### src/rtl/cop0_regfile.sv
// CP0 architectural register file: Status/Cause/EPC/BadVAddr state, Count/Compare
// timer, exception capture and masked interrupt-pending generation.
module cop0_regfile #(
  parameter logic [31:0] PRID         = 32'h0001_8000,
  parameter logic [31:0] CONFIG       = 32'h8000_0000,
  parameter logic [31:0] STATUS_WMASK = 32'h1040_FF17
) (
  input  logic        clk,
  input  logic        reset_n,
  input  logic        we,
  input  logic [4:0]  wa,
  input  logic [2:0]  wsel,
  input  logic [31:0] wd,
  input  logic [4:0]  ra,
  input  logic [2:0]  rsel,
  output logic [31:0] rdata,
  input  logic        exc_valid,
  input  logic [4:0]  exc_code,
  input  logic        exc_bd,
  input  logic [31:0] exc_pc,
  input  logic        exc_badvaddr_valid,
  input  logic [31:0] exc_badvaddr,
  input  logic [5:0]  hw_int,
  output logic [31:0] status,
  output logic [31:0] cause,
  output logic [31:0] epc,
  output logic        timer_int,
  output logic        irq_pending
);

  localparam logic [4:0] R_BADVADDR = 5'd8,  R_COUNT  = 5'd9,  R_COMPARE = 5'd11,
                         R_STATUS   = 5'd12, R_CAUSE  = 5'd13, R_EPC     = 5'd14,
                         R_PRID     = 5'd15, R_CONFIG = 5'd16;
  localparam logic [31:0] STATUS_RST = 32'h0040_0004;

  logic [31:0] status_r, cause_r, epc_r, badvaddr_r, count_r, compare_r;
  logic        cnt_phase;

  logic        wr_sel0, wr_badvaddr, wr_count, wr_compare, wr_status, wr_cause, wr_epc;
  logic [31:0] count_nxt;
  logic        match, ti_next;

  assign wr_sel0     = we && (wsel == 3'd0);
  assign wr_badvaddr = wr_sel0 && (wa == R_BADVADDR);
  assign wr_count    = wr_sel0 && (wa == R_COUNT);
  assign wr_compare  = wr_sel0 && (wa == R_COMPARE);
  assign wr_status   = wr_sel0 && (wa == R_STATUS);
  assign wr_cause    = wr_sel0 && (wa == R_CAUSE);
  assign wr_epc      = wr_sel0 && (wa == R_EPC);

  // A Count write suppresses both the increment and the match check.
  assign count_nxt = count_r + 32'd1;
  assign match     = cnt_phase && !wr_count && (count_nxt == compare_r);
  assign ti_next   = wr_compare ? 1'b0 : (match | cause_r[30]);

  always_ff @(posedge clk or negedge reset_n) begin
    if (!reset_n) begin
      status_r   <= STATUS_RST;
      cause_r    <= '0;
      epc_r      <= '0;
      badvaddr_r <= '0;
      count_r    <= '0;
      compare_r  <= '0;
      cnt_phase  <= 1'b0;
    end else begin
      if (wr_status) status_r <= (status_r & ~STATUS_WMASK) | (wd & STATUS_WMASK);
      if (wr_compare) compare_r <= wd;

      if (wr_count) begin
        count_r   <= wd;
        cnt_phase <= 1'b0;
      end else begin
        cnt_phase <= ~cnt_phase;
        if (cnt_phase) count_r <= count_nxt;
      end

      cause_r[30]    <= ti_next;
      cause_r[15:10] <= {hw_int[5] | ti_next, hw_int[4:0]};
      if (wr_cause) cause_r[9:8] <= wd[9:8];

      // The exception port owns EPC and BadVAddr in its commit cycle.
      if (exc_valid) begin
        cause_r[6:2] <= exc_code;
        if (!status_r[1]) begin
          epc_r       <= exc_bd ? exc_pc - 32'd4 : exc_pc;
          cause_r[31] <= exc_bd;
        end
        if (exc_badvaddr_valid) badvaddr_r <= exc_badvaddr;
      end else begin
        if (wr_epc)      epc_r      <= wd;
        if (wr_badvaddr) badvaddr_r <= wd;
      end
    end
  end

  always_comb begin
    rdata = '0;
    if (rsel == 3'd0) begin
      case (ra)
        R_BADVADDR: rdata = badvaddr_r;
        R_COUNT:    rdata = count_r;
        R_COMPARE:  rdata = compare_r;
        R_STATUS:   rdata = status_r;
        R_CAUSE:    rdata = cause_r;
        R_EPC:      rdata = epc_r;
        R_PRID:     rdata = PRID;
        R_CONFIG:   rdata = CONFIG;
        default:    rdata = '0;
      endcase
    end
  end

  assign status      = status_r;
  assign cause       = cause_r;
  assign epc         = epc_r;
  assign timer_int   = cause_r[30];
  assign irq_pending = (|(cause_r[15:8] & status_r[15:8])) & status_r[0] & ~status_r[1] & ~status_r[2];

endmodule

### config.mk
export PLATFORM = sky130hd
export DESIGN_NAME = cop0_regfile
export DESIGN_NICKNAME = d
export VERILOG_FILES = /design/src/rtl/cop0_regfile.sv
export SDC_FILE = /design/constraint.sdc
export NUM_CORES = 1
export LEC_CHECK = 0
export CAP_MARGIN = 25
export CORE_MARGIN = 2
export CORE_UTILIZATION = 33
export CTS_CLUSTER_DIAMETER = 60
export DETAILED_ROUTE_END_ITERATION = 8
export GPL_ROUTABILITY_DRIVEN = 1
export GPL_TIMING_DRIVEN = 0
export HOLD_SLACK_MARGIN = 0.15
export PLACE_DENSITY = 0.58
export SLEW_MARGIN = 20
export SYNTH_ARGS = -nofsm -noshare
export SYNTH_HDL_FRONTEND = slang
export SYNTH_SLANG_ARGS = --single-unit
### constraint.sdc
create_clock -name clk -period 3.9 [get_ports clk]
set_clock_uncertainty 0.15 [all_clocks]
set_input_delay 0.39 -clock clk [delete_from_list [all_inputs] [get_ports clk]]
set_output_delay 0.39 -clock clk [all_outputs]
set_load 0.005 [all_outputs]
After elaboration in Yosys (flattened, before gate mapping)
Cells that the tools add are included.

operators by class
  add/subtract/negate cells = 2
  multipliers = 0
  divide/modulo/power cells = 0
  order comparisons = 0
  equality and inequality tests = 17
  shift-type cells = 0
  mux-type cells = 13
  bitwise gates (word level) = 10
  reduce and logical (&&, ||, !) cells = 19

operators with widths
  kind                     number
  $mux W32                 10
  $pmux W32 S8             1
  $eq A5 B4 Y1 const B     13
  $add A32 B1 Y32 const B  1
  $eq A32 B32 Y1           1
  $or A32 B29 Y32          1
  $sub A32 B3 Y32 const B  1
  $logic_and A1 B1 Y1      9
  $and A8 B8 Y8            1
  $reduce_or A8 Y1         1
  $logic_not A3 Y1         2
  $reduce_and A2 Y1        3
  $reduce_bool A2 Y1       3
  $eq A5 B5 Y1 const B     1
  $and A1 B1 Y1            3
  $not A1 Y1               3
  $mux W1                  2
  $ne A2 B1 Y1 const B     1
  $ne A2 B2 Y1 const B     1
  $or A1 B1 Y1             2
  $logic_not A1 Y1         1

word-level totals
  bits in registers = 176
  bits in latches = 0
  memory bits (writable) = 0
  memory bits (read-only) = 0
  output and inout bits = 130
  logic and storage cells = 72
  memories = 0

Depth between registers and ports, before layout
  depth after elaboration = 9
  depth in mapped cells = 10
  depth with buffers taken out = 8

Worst setup path before layout
Ideal clock, no wire load.

  kind = input port to flip-flop
  from = input exc_pc[16]
  to = register epc_r[31], in the netlist epc[31]
  setup time = 0.129 ns
  arrival = 2.271 ns
  required time = 3.621 ns
  setup slack = 1.351 ns
  stages on the path = 7
  path buffers = 0
  path through = or4_1 > or3_4 > or4_4 > nor4_4 > xor2_1 > mux2i_1 > o21ai_2

between the ends
  cells in the longest elaborated chain, start to end = 4

ends and longest elaborated chain
  item                    RTL line  RTL
  start: declaration      20        input logic [31:0] exc_pc,
  $sub A32 B3 Y32         85        epc_r <= exc_bd ? exc_pc - 32'd4 : exc_pc;
  $mux W32                85
  $mux W32                84        if (!status_r[1]) begin
  $mux W32                82        if (exc_valid) begin
  end signal: assignment  85
  end signal: assignment  90        if (wr_epc) epc_r <= wd;
  end: declaration        36        logic [31:0] status_r, cause_r, epc_r, badvaddr_r, count_r, compare_r;

No other way between the ends. The select of a mux whose other input is x is not followed.
A chain may end at the register's enable or synchronous reset.

Worst setup path after layout
  from = input ra[1]
  to = output rdata[8]

between the ends
  cells in the longest elaborated chain, start to end = 3
  elaborated cells on any way between the ends = 10
  classes of those cells = 8 x eq/ne; 2 x mux

ends and longest elaborated chain
  item                                                 RTL line  RTL
  start: declaration                                   14        input logic [4:0] ra,
  $eq A5 B5 Y1 / $eq A5 B4 Y1 (equally long branches)  99        case (ra)
  $pmux W32 S8 *                                       99
  $mux W32 *                                           98        if (rsel == 3'd0) begin
  end: declaration                                     16        output logic [31:0] rdata,

Mark *: on every way between the ends. The rest lies on a longest branch, timed or not.

==> metrics.md <==
| Metric | Value |
|---|---|
| Hold Path Class | primary input to register |
| # IOs | 259 |
| Non-Filler Instances | 1785 |
| Mapped Area | 9990 um2 |
| Worst Hold End | cause[11] |
| Total clock sinks | 158 |
| Vias in the first global route | 9304 |
| Violated checks | setup timing |
| Die area | 31700 um2 |
| Num rows | 63 |
| Comb power frac | 24.5% |
| Core ar. | 29700 um2 |
| Synth Area in Adders | 0.251% |
| CTS tree | done |
| Run status | complete, but fails checks |
| Starting Density | 33.6% |
| Clock power frac | 35.5% |
| Mux cell area share after synthesis | 12.1% |
| WP buf/inv | 4 |
| Port buffer count | 223 |
| Post-place setup slack | -0.618 ns |
| Post-synth ARST share | 100% |
| Net Sw Frac | 33.3% |
| Synth Area in Simple Gates | 17.1% |
| Cell Chain, Critical Path | clkdlybuf4s50_1 > clkbuf_2 > buf_2 > mux2i_1 > nor2_1 > a21oi_1 > a2111oi_1 > clkdlybuf4s50_1 |
| Most common cell after layout, fill and taps aside | clkdlybuf4s50_1 |
| DRT iter0 DRCs | 772 |
| CTS root buffer | clkbuf_16 |
| Worst-Skew Late Latency | 0.44 ns |
| Pre-antenna DRT Iters | 5 |
| Antenna-violating nets left | 0 |
| Ys Warns | 17 |
| H-tree Lvls | 4 |
| PD cells | 365 nW/um2 |
| Via density | 5.40 |
| Critical path fanouts, max | 10 |
| Post-Syn Area per Cell | 9.08 um2 |
| First-pass GRT wire length | 59200 um |
| Fin. max-slew vios | 0 |
| RR Endpoint | cause[15] |
| Inserted Diodes | 0 |
| Area Growth Syn to Fin | 36.3% |
| Crit. End Element | primary output |
| Critical Path Slowest Stage Cell | a2111oi_1 |
| Seq pwr share | 40.0% |
| Critical path's top delay family | buffers and inverters |
| R2R Setup Slk | 0.43 ns |
| Maximum clock frequency | 254 MHz |
| Largest net degree at the start of global routing | 91 |
| Largest family of logic cells by synthesized area | simple AND/OR/NAND/NOR gates |
| Data required, critical path | 3.36 ns |
| Most used cell along the critical path | clkdlybuf4s50_1 |
| Worst rel slew slack | 32.3% |
| Post-Route Setup TNS | -0.0616 ns |
| Final WL | 40500 um |
| Most frequent cells in the layout | clkdlybuf4s50_1 (222), dfrtp_1 (156), nand2_1 (104), nor2_1 (91), mux2_2 (72) |
| Fin crit share | 101% |
| Final WS setup | -0.0375 ns |
| Layout Nets | 1513 |
| Synth unique cells | 60 |
| Dominant synthesized flop cell | dfrtp_1 |
| Routability cong. | 0.920 |
| Via count | 9637 |
| Worst slew pin tran | 1.00 ns |
| DP HPWL | 32200 um |
| XOR/XNOR share of the synthesized area | 8.77% |
| Synth Register Bits | 158 |
| Initial antenna violation count | 0 |
| HP Start | hw_int[1] |
| CP startpoint kind | primary input |
| Congestion Overflow GR | 0 |
| Die X | 178 um |
| Static leakage | 0.00545 uW |
| Clk buf depth | 2 |
| Max-cap violations | 0 |
| Cells after synthesis | 1100 |
| Post-synth EDFFs | 0 |
| Min Clock Period, post-route | 3.94 ns |
| Worst r2r src | count_r[2] |
| RSZ-0062 raised after global routing | yes |
| Post-synthesis compound-gate area fraction | 16.0% |
| Reg clk slew, reported paths | 0.08 ns |
| Final hold vios | 0 |
| Worst ir drop on vdd | 0.243 mV |
| WL/cell | 22.7 um |
| Gr usage total | 25.5% |
| Placed cells | 1751 |
| Pint | 3310 uW |
| Seq/Total Area, Yosys | 39.6% |
| Share of cells above drive strength 1 | 13.4% |
| Die span in y | 178 um |
| Net Sw Power | 1660 uW |
| R2R cell count | 8 |
| Util after Layout | 45.8% |
| Hold depth | 1 |
| Critical Path AT | 3.40 ns |
| # DRC | 0 |
| Max stage delay on crit path | 0.73 ns |
| CTS Buf Count | 17 |
| CP Class | primary input to primary output |
| Final setup viols | 2 |
metal layers:
| metal | vias up | part of all wire [%] | track usage, % |
|---|---|---|---|
| met2 | 413 | 45 | 39.7 |
| li1 | 4451 | - | - |
| met5 | - | 0 | 0 |
| met3 | 53 | 7.2 | 4.35 |
| met4 | 0 | 2.7 | 7.68 |
| met1 | 4720 | 45 | 36.1 |
area by class of cell:
cell class | instances | area [um2]
Fill cell | 2919 | 16100
Multi-Input combinational cell | 853 | 5630
Sequential cell | 158 | 3960
Timing Repair Buffer | 230 | 2310
Buffer | 110 | 576
Tap cell | 390 | 488
Clock buffer | 17 | 425
Clock inverter | 15 | 180
Inverter | 12 | 45.0
timing repair:
action	CTS	global route
setup buffers	0	2
gates resized for setup	19	10
endpoints found under the hold margin	68	0
setup endpoints to repair	32	21
pin swaps	1	2
hold buffers	1	0
metrics by stage:
step,instance area [um2],hold slack (ns),total power (uW)
global route,13600,0.221,5180
global placement,12800,0.350,3190
detailed placement,12900,0.243,3210
CTS,13600,0.220,4970
finish,13600,0.223,4970
floorplan,10100,-0.0556,2610
Yosys cell counts, types with 10 or more instances:
cell type | number | area, um2
a21oi_1 | 72 | 360
nor4_1 | 11 | 68.8
dfrtp_1 | 156 | 3900
a31oi_1 | 10 | 62.6
inv_1 | 12 | 45.0
nand3_1 | 21 | 105
mux2i_1 | 40 | 400
clkbuf_1 | 61 | 229
xor2_1 | 55 | 482
a22o_1 | 12 | 105
mux2_2 | 72 | 811
nand4_1 | 22 | 138
nor3_1 | 23 | 115
and3_1 | 14 | 87.6
nor2_1 | 93 | 349
xnor2_1 | 45 | 394
o21ai_0 | 69 | 345
a22oi_1 | 49 | 368
buf_4 | 37 | 278
nand2_1 | 104 | 390
nor2b_1 | 13 | 81.3
cell families after synthesis:
group           after synthesis
compound gates              256
other cells                   1
xor+xnor                    100
fa+ha+maj                     2
mux                         112
flops                       158
simple gates                348
buf+inv                     123
how the worst max path moves through the flow:
| stage | from | end | slack [ns] | cells past startpoint |
|---|---|---|---|---|
| floorplan | exc_pc[16] | epc[31] | 1.35 | 7 |
| global placement | reset_n | count_r[23] | -4.61 | 1 |
| detailed placement | ra[1] | rdata[13] | -0.62 | 8 |
| CTS | ra[4] | rdata[14] | 0.01 | 9 |
| global route | ra[1] | rdata[4] | -0.04 | 7 |
| finish | ra[1] | rdata[8] | -0.04 | 8 |
sequential cells by signal (all words and copies together) (netlist names):
name	count
epc	32
count_r	32
status	14
cnt_phase	1
compare_r	32
badvaddr_r	32
cause	15
power groups by stage:
| stage | combinational (uW) | clock (uW) | sequential [uW] |
|---|---|---|---|
| 6_report | 1220 | 1760 | 1990 |
| 5_1_grt | 1320 | 1860 | 2000 |
| 4_1_cts | 1210 | 1780 | 1980 |
| 3_5_place_dp | 1200 | 0 | 2010 |
| 3_3_place_gp | 1180 | 0 | 2010 |
| 2_1_floorplan | 661 | 0 | 1950 |
No activity file was read; power rests on OpenSTA's default activity.
